`config.mk`:
```
export PLATFORM = sky130hd
export DESIGN_NAME = inst_decode_pipe_flat
export DESIGN_NICKNAME = d
export VERILOG_FILES = /design/src/rtl/inst_decode_pipe_pkg.sv /design/src/rtl/inst_decode_pipe_if.sv /design/src/rtl/inst_decode_pipe_core.sv /design/src/rtl/inst_decode_pipe.sv /design/src/flat_wrapper.sv
export SDC_FILE = /design/constraint.sdc
export NUM_CORES = 1
export LEC_CHECK = 0
export ABC_AREA = 1
export BUFFER_PORTS_ARGS = -buffer_cell sky130_fd_sc_hd__buf_4
export CORE_MARGIN = 5
export CORE_UTILIZATION = 25
export CTS_CLUSTER_SIZE = 24
export DETAILED_ROUTE_END_ITERATION = 16
export PLACE_DENSITY = 0.39
export SLEW_MARGIN = 10
export SYNTH_ARGS = -nofsm -noshare
export SYNTH_HDL_FRONTEND = slang
export SYNTH_SLANG_ARGS = --single-unit
```
`constraint.sdc`:
```
create_clock -name clk -period 5.4 [get_ports clk]
set_input_delay 1.08 -clock clk [delete_from_list [all_inputs] [get_ports clk]]
set_output_delay 1.08 -clock clk [all_outputs]
set_load 0.02 [all_outputs]
```
`src/rtl/inst_decode_pipe_pkg.sv`:
```
// Shared RV32I decode constants: opcodes, funct codes, instruction IDs and immediate formats.
package inst_decode_pipe_pkg;

  localparam int InstIDDepth = 6;

  localparam logic [6:0] OPC_LUI    = 7'b0110111;
  localparam logic [6:0] OPC_AUIPC  = 7'b0010111;
  localparam logic [6:0] OPC_JAL    = 7'b1101111;
  localparam logic [6:0] OPC_JALR   = 7'b1100111;
  localparam logic [6:0] OPC_BRANCH = 7'b1100011;
  localparam logic [6:0] OPC_LOAD   = 7'b0000011;
  localparam logic [6:0] OPC_STORE  = 7'b0100011;
  localparam logic [6:0] OPC_OP_IMM = 7'b0010011;
  localparam logic [6:0] OPC_OP     = 7'b0110011;

  localparam logic [6:0] F7_BASE = 7'b0000000;
  localparam logic [6:0] F7_ALT  = 7'b0100000;

  localparam logic [2:0] F3_ADD  = 3'd0, F3_SLL = 3'd1, F3_SLT = 3'd2, F3_SLTU = 3'd3;
  localparam logic [2:0] F3_XOR  = 3'd4, F3_SR  = 3'd5, F3_OR  = 3'd6, F3_AND  = 3'd7;
  localparam logic [2:0] F3_BEQ  = 3'd0, F3_BNE = 3'd1, F3_BLT = 3'd4, F3_BGE  = 3'd5;
  localparam logic [2:0] F3_BLTU = 3'd6, F3_BGEU = 3'd7;
  localparam logic [2:0] F3_B    = 3'd0, F3_H   = 3'd1, F3_W   = 3'd2;
  localparam logic [2:0] F3_BU   = 3'd4, F3_HU  = 3'd5;

  typedef enum logic [InstIDDepth-1:0] {
    ID_ILLEGAL = 6'd0,
    ID_LUI  = 6'd1,  ID_AUIPC = 6'd2,  ID_JAL  = 6'd3,  ID_JALR = 6'd4,
    ID_BEQ  = 6'd5,  ID_BNE   = 6'd6,  ID_BLT  = 6'd7,  ID_BGE  = 6'd8,
    ID_BLTU = 6'd9,  ID_BGEU  = 6'd10,
    ID_LB   = 6'd11, ID_LH    = 6'd12, ID_LW   = 6'd13, ID_LBU  = 6'd14, ID_LHU = 6'd15,
    ID_SB   = 6'd16, ID_SH    = 6'd17, ID_SW   = 6'd18,
    ID_ADDI = 6'd19, ID_SLTI  = 6'd20, ID_SLTIU = 6'd21, ID_XORI = 6'd22,
    ID_ORI  = 6'd23, ID_ANDI  = 6'd24, ID_SLLI = 6'd25, ID_SRLI = 6'd26, ID_SRAI = 6'd27,
    ID_ADD  = 6'd28, ID_SUB   = 6'd29, ID_SLL  = 6'd30, ID_SLT  = 6'd31, ID_SLTU = 6'd32,
    ID_XOR  = 6'd33, ID_SRL   = 6'd34, ID_SRA  = 6'd35, ID_OR   = 6'd36, ID_AND  = 6'd37
  } inst_id_e;

  // FMT_SH is the shift-immediate form: I-type layout with a zero-extended shamt.
  typedef enum logic [2:0] {
    FMT_NONE, FMT_R, FMT_I, FMT_SH, FMT_S, FMT_B, FMT_U, FMT_J
  } imm_fmt_e;

endpackage

```
`src/rtl/inst_decode_pipe_if.sv`:
```
// Upstream (IF), downstream (EX) and redirect signals of the decode stage.
interface inst_decode_pipe_if #(
    parameter int XLEN = 32,
    parameter int ID_W = inst_decode_pipe_pkg::InstIDDepth
);
    logic            in_vld, in_rdy;
    logic [31:0]     in_inst;
    logic [XLEN-1:0] in_pc;
    logic            out_vld, out_rdy;
    logic [4:0]      out_rs1, out_rs2, out_rd;
    logic            out_rs1_vld, out_rs2_vld, out_rd_vld;
    logic [XLEN-1:0] out_imm, out_pc;
    logic [ID_W-1:0] out_instID;
    logic            out_illegal;
    logic            jmp_vld;
    logic [XLEN-1:0] jmp_addr;

    modport master (
        output in_vld, in_inst, in_pc, out_rdy,
        input  in_rdy, out_vld, out_rs1, out_rs2, out_rd, out_rs1_vld, out_rs2_vld,
               out_rd_vld, out_imm, out_pc, out_instID, out_illegal, jmp_vld, jmp_addr
    );

    modport slave (
        input  in_vld, in_inst, in_pc, out_rdy,
        output in_rdy, out_vld, out_rs1, out_rs2, out_rd, out_rs1_vld, out_rs2_vld,
               out_rd_vld, out_imm, out_pc, out_instID, out_illegal, jmp_vld, jmp_addr
    );
endinterface

```
`src/rtl/inst_decode_pipe_core.sv`:
```
// Pure combinational RV32I decode: register fields, operand-use flags, immediate, ID, illegal.
module inst_decode_core
    import inst_decode_pipe_pkg::*;
#(
    parameter int XLEN = 32
) (
    input  logic [31:0]     inst,
    output logic [4:0]      rs1,
    output logic [4:0]      rs2,
    output logic [4:0]      rd,
    output logic            rs1_vld,
    output logic            rs2_vld,
    output logic            rd_vld,
    output logic [XLEN-1:0] imm,
    output inst_id_e        inst_id,
    output logic            illegal
);
    logic [6:0] opcode, f7;
    logic [2:0] f3;
    imm_fmt_e   fmt;

    assign opcode = inst[6:0];
    assign f3     = inst[14:12];
    assign f7     = inst[31:25];
    assign rs1    = inst[19:15];
    assign rs2    = inst[24:20];
    assign rd     = inst[11:7];

    always_comb begin
        // NOTE: every output of this block gets a default first, so no path can infer a latch.
        fmt     = FMT_NONE;
        inst_id = ID_ILLEGAL;
        case (opcode)
            OPC_LUI:   begin fmt = FMT_U; inst_id = ID_LUI;   end
            OPC_AUIPC: begin fmt = FMT_U; inst_id = ID_AUIPC; end
            OPC_JAL:   begin fmt = FMT_J; inst_id = ID_JAL;   end
            OPC_JALR:  begin fmt = FMT_I; inst_id = (f3 == 3'd0) ? ID_JALR : ID_ILLEGAL; end
            OPC_BRANCH: begin
                fmt = FMT_B;
                case (f3)
                    F3_BEQ:  inst_id = ID_BEQ;
                    F3_BNE:  inst_id = ID_BNE;
                    F3_BLT:  inst_id = ID_BLT;
                    F3_BGE:  inst_id = ID_BGE;
                    F3_BLTU: inst_id = ID_BLTU;
                    F3_BGEU: inst_id = ID_BGEU;
                    default: inst_id = ID_ILLEGAL;
                endcase
            end
            OPC_LOAD: begin
                fmt = FMT_I;
                case (f3)
                    F3_B:    inst_id = ID_LB;
                    F3_H:    inst_id = ID_LH;
                    F3_W:    inst_id = ID_LW;
                    F3_BU:   inst_id = ID_LBU;
                    F3_HU:   inst_id = ID_LHU;
                    default: inst_id = ID_ILLEGAL;
                endcase
            end
            OPC_STORE: begin
                fmt = FMT_S;
                case (f3)
                    F3_B:    inst_id = ID_SB;
                    F3_H:    inst_id = ID_SH;
                    F3_W:    inst_id = ID_SW;
                    default: inst_id = ID_ILLEGAL;
                endcase
            end
            OPC_OP_IMM: begin
                fmt = FMT_I;
                case (f3)
                    F3_ADD:  inst_id = ID_ADDI;
                    F3_SLT:  inst_id = ID_SLTI;
                    F3_SLTU: inst_id = ID_SLTIU;
                    F3_XOR:  inst_id = ID_XORI;
                    F3_OR:   inst_id = ID_ORI;
                    F3_AND:  inst_id = ID_ANDI;
                    F3_SLL: begin
                        fmt     = FMT_SH;
                        inst_id = (f7 == F7_BASE) ? ID_SLLI : ID_ILLEGAL;
                    end
                    F3_SR: begin
                        fmt     = FMT_SH;
                        inst_id = (f7 == F7_BASE) ? ID_SRLI :
                                  (f7 == F7_ALT)  ? ID_SRAI : ID_ILLEGAL;
                    end
                    default: inst_id = ID_ILLEGAL;
                endcase
            end
            OPC_OP: begin
                fmt = FMT_R;
                if (f7 == F7_BASE) begin
                    case (f3)
                        F3_ADD:  inst_id = ID_ADD;
                        F3_SLL:  inst_id = ID_SLL;
                        F3_SLT:  inst_id = ID_SLT;
                        F3_SLTU: inst_id = ID_SLTU;
                        F3_XOR:  inst_id = ID_XOR;
                        F3_SR:   inst_id = ID_SRL;
                        F3_OR:   inst_id = ID_OR;
                        default: inst_id = ID_AND;
                    endcase
                end else if (f7 == F7_ALT && f3 == F3_ADD) begin
                    inst_id = ID_SUB;
                end else if (f7 == F7_ALT && f3 == F3_SR) begin
                    inst_id = ID_SRA;
                end
            end
            default: inst_id = ID_ILLEGAL;
        endcase
        // An unrecognised funct3/funct7 collapses everything to the illegal form.
        if (inst_id == ID_ILLEGAL) fmt = FMT_NONE;
    end

    always_comb begin
        case (fmt)
            FMT_I:   imm = XLEN'($signed(inst[31:20]));
            FMT_SH:  imm = XLEN'(inst[24:20]);
            FMT_S:   imm = XLEN'($signed({inst[31:25], inst[11:7]}));
            FMT_B:   imm = XLEN'($signed({inst[31], inst[7], inst[30:25], inst[11:8], 1'b0}));
            FMT_U:   imm = XLEN'($signed({inst[31:12], 12'b0}));
            FMT_J:   imm = XLEN'($signed({inst[31], inst[19:12], inst[20], inst[30:21], 1'b0}));
            default: imm = '0;
        endcase
    end

    assign rs1_vld = fmt inside {FMT_R, FMT_I, FMT_SH, FMT_S, FMT_B};
    assign rs2_vld = fmt inside {FMT_R, FMT_S, FMT_B};
    assign rd_vld  = (fmt inside {FMT_R, FMT_I, FMT_SH, FMT_U, FMT_J}) && (rd != 5'd0);
    assign illegal = (fmt == FMT_NONE);
endmodule

```
`src/rtl/inst_decode_pipe.sv`:
```
// Decode stage: 1-cycle latency output register with optional skid entry and JAL redirect.
module inst_decode_pipe
    import inst_decode_pipe_pkg::*;
#(
    parameter int XLEN    = 32,
    parameter int ID_W    = InstIDDepth,
    parameter int SKID_EN = 1
) (
    input  logic                clk,
    input  logic                rst,
    input  logic                flush,
    inst_decode_pipe_if.slave   bus
);
    typedef struct packed {
        logic [4:0]      rs1, rs2, rd;
        logic            rs1_vld, rs2_vld, rd_vld;
        logic [XLEN-1:0] imm;
        logic [ID_W-1:0] inst_id;
        logic [XLEN-1:0] pc;
        logic            illegal;
    } dec_t;

    logic [4:0]      c_rs1, c_rs2, c_rd;
    logic            c_rs1_vld, c_rs2_vld, c_rd_vld, c_illegal;
    logic [XLEN-1:0] c_imm;
    inst_id_e        c_id;
    dec_t            dec, out_q, skid_q;
    logic            out_vld_q, skid_vld_q, jmp_vld_q;
    logic [XLEN-1:0] jmp_addr_q;
    logic            in_rdy, accept, take_jal;

    inst_decode_core #(.XLEN(XLEN)) u_core (
        .inst    (bus.in_inst),
        .rs1     (c_rs1),
        .rs2     (c_rs2),
        .rd      (c_rd),
        .rs1_vld (c_rs1_vld),
        .rs2_vld (c_rs2_vld),
        .rd_vld  (c_rd_vld),
        .imm     (c_imm),
        .inst_id (c_id),
        .illegal (c_illegal)
    );

    assign dec = '{rs1: c_rs1, rs2: c_rs2, rd: c_rd, rs1_vld: c_rs1_vld, rs2_vld: c_rs2_vld,
                   rd_vld: c_rd_vld, imm: c_imm, inst_id: ID_W'(c_id), pc: bus.in_pc,
                   illegal: c_illegal};

    // With the skid entry, in_rdy depends only on state, breaking the out_rdy -> in_rdy path.
    assign in_rdy   = (SKID_EN != 0) ? !skid_vld_q : (!out_vld_q || bus.out_rdy);
    assign accept   = bus.in_vld && in_rdy;
    assign take_jal = accept && (c_id == ID_JAL);

    always_ff @(posedge clk) begin
        // NOTE: non-blocking (<=) so every register here samples the pre-edge values.
        if (rst) begin
            out_vld_q  <= 1'b0;
            skid_vld_q <= 1'b0;
            jmp_vld_q  <= 1'b0;
            jmp_addr_q <= '0;
            out_q      <= '0;
            skid_q     <= '0;
        end else if (flush) begin
            out_vld_q  <= 1'b0;
            skid_vld_q <= 1'b0;
            jmp_vld_q  <= 1'b0;
        end else begin
            jmp_vld_q <= take_jal;
            if (take_jal) jmp_addr_q <= bus.in_pc + c_imm;
            // A full skid implies out_vld, so its entry drains on the next output handshake.
            if (skid_vld_q) begin
                if (bus.out_rdy) begin
                    out_q      <= skid_q;
                    skid_vld_q <= 1'b0;
                end
            end else if (accept) begin
                if (!out_vld_q || bus.out_rdy) begin
                    out_q     <= dec;
                    out_vld_q <= 1'b1;
                end else begin
                    skid_q     <= dec;
                    skid_vld_q <= 1'b1;
                end
            end else if (out_vld_q && bus.out_rdy) begin
                out_vld_q <= 1'b0;
            end
        end
    end

    assign bus.in_rdy      = in_rdy;
    assign bus.out_vld     = out_vld_q;
    assign bus.out_rs1     = out_q.rs1;
    assign bus.out_rs2     = out_q.rs2;
    assign bus.out_rd      = out_q.rd;
    assign bus.out_rs1_vld = out_q.rs1_vld;
    assign bus.out_rs2_vld = out_q.rs2_vld;
    assign bus.out_rd_vld  = out_q.rd_vld;
    assign bus.out_imm     = out_q.imm;
    assign bus.out_instID  = out_q.inst_id;
    assign bus.out_pc      = out_q.pc;
    assign bus.out_illegal = out_q.illegal;
    assign bus.jmp_vld     = jmp_vld_q;
    assign bus.jmp_addr    = jmp_addr_q;
endmodule
```
`src/flat_wrapper.sv`:
```
// flat-port wrapper written by rule: the top's interface ports become plain ports
module inst_decode_pipe_flat import inst_decode_pipe_pkg::*;
#(
    parameter int XLEN    = 32,
    parameter int ID_W    = InstIDDepth,
    parameter int SKID_EN = 1
)
  (clk, rst, flush, bus_in_vld, bus_in_inst, bus_in_pc, bus_out_rdy, bus_in_rdy, bus_out_vld, bus_out_rs1, bus_out_rs2, bus_out_rd, bus_out_rs1_vld, bus_out_rs2_vld, bus_out_rd_vld, bus_out_imm, bus_out_pc, bus_out_instID, bus_out_illegal, bus_jmp_vld, bus_jmp_addr);
  inst_decode_pipe_if #(.XLEN(XLEN), .ID_W(ID_W)) bus_i ();
  input  logic clk;
  input  logic rst;
  input  logic flush;
  input wire logic [$bits(bus_i.in_vld)-1:0] bus_in_vld;
  input wire logic [$bits(bus_i.in_inst)-1:0] bus_in_inst;
  input wire logic [$bits(bus_i.in_pc)-1:0] bus_in_pc;
  input wire logic [$bits(bus_i.out_rdy)-1:0] bus_out_rdy;
  output wire logic [$bits(bus_i.in_rdy)-1:0] bus_in_rdy;
  output wire logic [$bits(bus_i.out_vld)-1:0] bus_out_vld;
  output wire logic [$bits(bus_i.out_rs1)-1:0] bus_out_rs1;
  output wire logic [$bits(bus_i.out_rs2)-1:0] bus_out_rs2;
  output wire logic [$bits(bus_i.out_rd)-1:0] bus_out_rd;
  output wire logic [$bits(bus_i.out_rs1_vld)-1:0] bus_out_rs1_vld;
  output wire logic [$bits(bus_i.out_rs2_vld)-1:0] bus_out_rs2_vld;
  output wire logic [$bits(bus_i.out_rd_vld)-1:0] bus_out_rd_vld;
  output wire logic [$bits(bus_i.out_imm)-1:0] bus_out_imm;
  output wire logic [$bits(bus_i.out_pc)-1:0] bus_out_pc;
  output wire logic [$bits(bus_i.out_instID)-1:0] bus_out_instID;
  output wire logic [$bits(bus_i.out_illegal)-1:0] bus_out_illegal;
  output wire logic [$bits(bus_i.jmp_vld)-1:0] bus_jmp_vld;
  output wire logic [$bits(bus_i.jmp_addr)-1:0] bus_jmp_addr;
  assign bus_i.in_vld = bus_in_vld;
  assign bus_i.in_inst = bus_in_inst;
  assign bus_i.in_pc = bus_in_pc;
  assign bus_i.out_rdy = bus_out_rdy;
  assign bus_in_rdy = bus_i.in_rdy;
  assign bus_out_vld = bus_i.out_vld;
  assign bus_out_rs1 = bus_i.out_rs1;
  assign bus_out_rs2 = bus_i.out_rs2;
  assign bus_out_rd = bus_i.out_rd;
  assign bus_out_rs1_vld = bus_i.out_rs1_vld;
  assign bus_out_rs2_vld = bus_i.out_rs2_vld;
  assign bus_out_rd_vld = bus_i.out_rd_vld;
  assign bus_out_imm = bus_i.out_imm;
  assign bus_out_pc = bus_i.out_pc;
  assign bus_out_instID = bus_i.out_instID;
  assign bus_out_illegal = bus_i.out_illegal;
  assign bus_jmp_vld = bus_i.jmp_vld;
  assign bus_jmp_addr = bus_i.jmp_addr;
  inst_decode_pipe #(.XLEN(XLEN), .ID_W(ID_W), .SKID_EN(SKID_EN)) u_core (.clk(clk), .rst(rst), .flush(flush), .bus(bus_i));
endmodule
```
==> flow_summary.toml, run 1 <==
[worst_hold_path]
hold_class = "flop to flop"
min_path_cells = 2
holdCritStartpoint = "u_core.skid_q[49]$_SDFFE_PP0P_"
min_to = "u_core.skid_q[49]$_SDFFE_PP0P_"

[power_and_ir_drop]
internal_power_w = 0.003039
seqPwrFrac = 0.400
switching_share = 0.2558
power.switching_w = 0.001045
p_leak_nw = 6.904
clkPwrFrac = 0.496
p_comb_frac = 0.104
peakVddDrop_uv = 194.1
pwr_density_cell_nw_per_um2 = 285.8

[yosys]
async_reset_ff_frac = 0
synth_edf_count = 0
syn-num-nets = 1748
ys_seq_area_frac = 0.3813
ys_ff_latch = 213
ys_warn_count = 0
synth_ff_type = "dfxtp_1"
synth_area_sq_um = 11180
avgSynthCellArea_sq_um = 6.791
yosysUniqueCellTypes = 48
netlist_instances = 1647

[routing]
drc = 0
dr.pass1.iters = 5
ant_nets = 0
drt-initial-drc-count = 695
vias = 11350
viasPerCell = 4.688
routedWlPerCell_um = 18.93
wl_um = 45840

[setup_path]
rrSetupSlack_ps = 2320
crit_required_ps = 5870
rr_worst_depth = 8
crit_fanout = 5
timing_worst_setup_path_type = "input port to flop"
cp-start-kind = "input port"
slowest_stage = "o31ai_1"
cp-end-kind = "flop"
timing.rr.start = "u_core.skid_vld_q$_SDFF_PP0_"
cpPeakStageDelay_ps = 550
path_buf_inv = 4
arrival_ps = 5390
r2r_end = "u_core.skid_q[39]$_SDFFE_PP0P_"
cp_common_cell = "nand2_1"
crit_family = "simple AND/OR/NAND/NOR gates"

[sta]
report.final.setup_viol = 0
finalHoldViolCount = 0
finalClockSkew_ps = 17.19
layout_min_cycle_time_ps = 4921
fmax_mhz = 203.2
slew_violations = 0
fin_hold_ws_ps = 464.9
fin_tns_setup_ps = 0
tightest_slew_ps = 959.2
maxSlewHeadroom = 0.3606
rsz0062_at_grt = "no"
fin_crit_sh = 0.9113

[cts]
cts_max_path_buffers = 3
cts_hold_buf = 0
cts_buffers = 28
cts_resized = 0
post_cts_buffers = 0
cts_sinks = 213
clk_pin_slew_ps = 60
clock_latency_ps = 570
root_buffer = "clkbuf_16"
cts_tree = "yes"
h-tree-depth = 1

[placed_design]
place_area_sq_um = 13290
gp_congestion = 0.8940
numPortBuffers = 192
post-dp-hpwl_um = 33720

[die]
coreArea_sq_um = 44220
initial_utilization = 0.2529
die_h_um = 221.5
die-width_um = 221.5
rows = 77
dieArea_sq_um = 49070
io_pins = 193

[global_routing]
grt_util_all_layers = 0.1796
grt_overflow = 0
antenna_found_initial = 0
first_global_vias = 11170
grt_max_degree = 96
grt_first_pass_wirelength_um = 70420

[layout]
final_nets = 1911
utilization = 0.3231
final_area_sq_um = 14290
area_delta_synth_final_pct = 27.77
diodes = 0
drive_gt1_frac = 0.1842

[status]
outcome = "completed"

[job]
max_cap_violations = 0
-- flip-flops by register name, summed over array words and instances (netlist names), 5 cells and up --
signal                 cells
u_core.bus.out_imm        32
u_core.bus.out_pc         32
u_core.bus.out_instID      6
u_core.bus.out_rs2         5
u_core.bus.out_rs1         5
u_core.bus.jmp_addr       32
u_core.skid_q             89
u_core.bus.out_rd          5
-- layer usage --
metal / global-route usage / up-vias / share of wire
met3: 0.02688 / 45 / 0.041
met1: 0.2416 / 5321 / 0.46
met2: 0.3082 / 236 / 0.48
met4: 0.03639 / 0 / 0.016
met5: 0 / - / 0
li1: - / 5752 / -
-- cells in the mapped netlist, types with 16 or more instances --
| cell type | count | area [sq um] |
|---|---|---|
| nand2_1 | 340 | 1276 |
| a31oi_1 | 50 | 312.8 |
| o21ai_1 | 26 | 130.1 |
| o21ai_0 | 168 | 840.8 |
| a21oi_1 | 149 | 745.7 |
| clkbuf_1 | 88 | 330.3 |
| inv_2 | 16 | 60.06 |
| dfxtp_1 | 213 | 4264 |
| nand3_1 | 63 | 315.3 |
| nor2_1 | 211 | 792.0 |
| ha_1 | 31 | 387.9 |
| inv_1 | 136 | 510.5 |
-- worst max path at each step --
| stage | startpoint | end | slack [ps] | cells past startpoint |
|---|---|---|---|---|
| global placement | bus_in_inst[1] | u_core.bus.jmp_addr[30]$_SDFFE_PP0P_ | -50 | 26 |
| CTS | bus_in_inst[27] | u_core.bus.jmp_addr[26]$_SDFFE_PP0P_ | 480 | 27 |
| detailed placement | bus_in_inst[27] | u_core.bus.jmp_addr[26]$_SDFFE_PP0P_ | -100 | 27 |
| global route | bus_in_inst[27] | u_core.bus.jmp_addr[26]$_SDFFE_PP0P_ | 10 | 27 |
| finish | bus_in_inst[27] | u_core.bus.jmp_addr[26]$_SDFFE_PP0P_ | 480 | 27 |
| floorplan | bus_in_inst[31] | u_core.bus.jmp_addr[26]$_SDFFE_PP0P_ | 930 | 27 |
-- cells in the final DEF, fill, tap and decap left out, types with 4 or more instances in the layout --
cell type / count
nor2_1: 210
o21ai_1: 26
nand2_4: 10
o21a_1: 8
buf_4: 228
inv_2: 18
bufinv_16: 5
inv_1: 134
xor2_1: 14
nor2_4: 4
dfxtp_1: 212
nand2_2: 5
o21ai_0: 168
clkinv_2: 7
nor3_1: 9
o21bai_1: 14
nand4_1: 13
nor2_2: 9
a31oi_1: 50
o211ai_1: 11
and3_1: 11
clkbuf_16: 29
ha_1: 31
xnor2_1: 7
clkbuf_8: 5
a21o_1: 4
a21oi_1: 149
nand2_1: 339
nand3_1: 63
-- worst register-to-register path, stage by stage (launching register included) --
cell	delay, ps
dfxtp_2	610
nor2_1	260
nand2_1	130
nor2_4	500
clkinv_2	640
buf_4	530
a21oi_1	200
o21ai_0	90
inv_1	70
-- layout make-up --
type / count / area [sq um]
clock inverters: 13 / 197.7
flip-flops and latches: 213 / 4265
clock buffers: 37 / 805.8
well taps: 592 / 740.7
multi-input cells: 1182 / 5944
fillers: 4875 / 29930
inverters: 155 / 584.3
repair buffers: 230 / 1752
-- per-stage QoR --
stage	cells	total power [W]	worst slack (ps)
global placement	2372	0.002101	-52.44
CTS	2422	0.004161	484.7
detailed placement	2372	0.002097	-101.7
floorplan	1647	0.001890	925.3
global route	2422	0.004258	12.81
finish	2422	0.004084	478.8
-- logic make-up (layout without fill, tap and decap cells) --
family,after synthesis,count (layout),share of synthesized area
buf+inv,252,435,0.08860
flops,213,213,0.3813
compound gates,440,440,0.2134
fa+ha+maj,32,32,0.03647
xor+xnor,21,21,0.01645
simple gates,689,689,0.2638
-- power by group through the flow --
| stage | combinational [W] | sequential (W) | clock (W) |
|---|---|---|---|
| 2_1_floorplan | 0.000193 | 0.00170 | 0 |
| 3_3_place_gp | 0.000433 | 0.00167 | 0 |
| 3_5_place_dp | 0.000430 | 0.00167 | 0 |
| 4_1_cts | 0.000432 | 0.00163 | 0.00210 |
| 5_1_grt | 0.000468 | 0.00164 | 0.00215 |
| 6_report | 0.000425 | 0.00163 | 0.00203 |
Note: power is estimated with default switching activity, not from simulation.
==> run 2, diff against run 1 <==
CORE_UTILIZATION = 40   (was 25)
PLACE_DENSITY = default   (was 0.39)
PLACE_DENSITY_LB_ADDON = 0.05   (was default)
==> flow_summary.toml, run 2 (same netlist as run 1, synthesis figures left out) <==
[cts]
cts_buffers = 26
cts_hold_buf = 0
h-tree-depth = 1
cts_tree = "yes"
post_cts_buffers = 0
cts_sinks = 213
clk_pin_slew_ps = 60
root_buffer = "clkbuf_16"
cts_max_path_buffers = 3
cts_resized = 0
clock_latency_ps = 530

[sta]
finalClockSkew_ps = 13.14
fin_tns_setup_ps = 0
finalHoldViolCount = 0
rsz0062_at_grt = "no"
layout_min_cycle_time_ps = 4749
slew_violations = 0
tightest_slew_ps = 1215
report.final.setup_viol = 0
fmax_mhz = 210.6
maxSlewHeadroom = 0.1898
fin_crit_sh = 0.8794

[routing]
viasPerCell = 5.198
ant_nets = 0
dr.pass1.iters = 7
vias = 11370
wl_um = 39220
drc = 0
drt-initial-drc-count = 788
routedWlPerCell_um = 17.93

[placed_design]
gp_congestion = 0.8917
post-dp-hpwl_um = 28040
numPortBuffers = 192
place_area_sq_um = 12870

[die]
die_h_um = 177.2
die-width_um = 177.2
coreArea_sq_um = 27710
io_pins = 193
initial_utilization = 0.4037
dieArea_sq_um = 31410
rows = 61

[global_routing]
antenna_found_initial = 0
grt_max_degree = 124
grt_util_all_layers = 0.2421
grt_first_pass_wirelength_um = 60600
first_global_vias = 10740
grt_overflow = 0

[power_and_ir_drop]
p_leak_nw = 6.762
pwr_density_cell_nw_per_um2 = 281.4
peakVddDrop_uv = 333.6

[worst_hold_path]
holdCritStartpoint = "u_core.bus.out_imm[13]$_SDFFE_PP0P_"
min_to = "u_core.bus.out_imm[13]$_SDFFE_PP0P_"
hold_class = "flop to flop"
min_path_cells = 2

[layout]
layout_common_cells = "nand2_1, buf_4, dfxtp_1"
diodes = 0
largest_reg_flops = 89
area_delta_synth_final_pct = 23.17
fill_cells = 2890
final_area_sq_um = 13780
final_nets = 1893
drive_gt1_frac = 0.1730
top_register = "u_core.skid_q"
final_common_cell = "nand2_1"

[setup_path]
cp-start-kind = "input port"
crit_start = "bus_in_inst[27]"
crit_fanout = 8
path_buf_inv = 4
arrival_ps = 5190
r2r_end = "u_core.bus.out_rs2_vld$_SDFFE_PP0P_"
slowest_stage = "o31ai_1"
rrSetupSlack_ps = 2610
rr_worst_depth = 8
timing.rr.start = "u_core.skid_vld_q$_SDFF_PP0_"
crit_required_ps = 5840
cpPeakStageDelay_ps = 430
crit_family = "simple AND/OR/NAND/NOR gates"
timing_worst_setup_path_type = "input port to flop"
cp-end-kind = "flop"
cp_common_cell = "nand2_1"

[status]
outcome = "completed"

[job]
max_cap_violations = 0
## run 2: metal layers
metal | GRT usage | up-vias | share of wire
met1 | 0.3361 | 5286 | 0.46
met5 | 0 | - | 0
li1 | - | 5714 | -
met4 | 0.07092 | 0 | 0.029
met2 | 0.3973 | 312 | 0.46
met3 | 0.02820 | 57 | 0.050
## run 2: tightest hold or removal path, delay by kind of cell, from the launching register on
family | cells | cell delay [ps]
and+or+nand+nor | 1 | 60
AOI/OAI and AO/OA | 1 | 50
DFF | 1 | 300
## run 2: area by class of cell
type | instances | area (sq um) | area share
multi-input cells | 1182 | 5944 | 0.4315
inverters | 155 | 584.3 | 0.04242
flip-flops and latches | 213 | 4265 | 0.3096
clock buffers | 38 | 755.7 | 0.05486
repair buffers | 214 | 1607 | 0.1166
clock inverters | 7 | 146.4 | 0.01063
well taps | 378 | 473.0 | 0.03433
## run 2: worst max-delay path by stage
stage	to	slack [ps]	depth (start not counted)
floorplan	u_core.bus.jmp_addr[26]$_SDFFE_PP0P_	930	27
global placement	u_core.bus.jmp_addr[26]$_SDFFE_PP0P_	140	26
detailed placement	u_core.bus.jmp_addr[26]$_SDFFE_PP0P_	100	27
CTS	u_core.bus.jmp_addr[26]$_SDFFE_PP0P_	650	27
global route	u_core.bus.jmp_addr[26]$_SDFFE_PP0P_	60	27
finish	u_core.bus.jmp_addr[26]$_SDFFE_PP0P_	650	27
## run 2: metrics by stage
stage | cells | setup slack (ps) | hold slack, ps | total power [W] | utilization
3_3_place_gp | 2142 | 142.8 | 452.6 | 0.002070 | 0.4647
4_1_cts | 2187 | 651.1 | 464.6 | 0.003920 | 0.4972
2_1_floorplan | 1647 | 925.3 | 445.7 | 0.001890 | -
3_5_place_dp | 2142 | 99.28 | 455.8 | 0.002069 | 0.4647
5_1_grt | 2187 | 62.41 | 479.6 | 0.004021 | 0.4972
6_report | 2187 | 651.3 | 463.0 | 0.003876 | 0.4972
## run 2: where the power goes
group	internal (W)	switching (W)	total, W	leakage [nW]
Clock	0.00115	0.000688	0.00184	0.442
Combinational	0.000142	0.000261	0.000403	4.59
Sequential	0.00161	0.0000206	0.00163	1.73
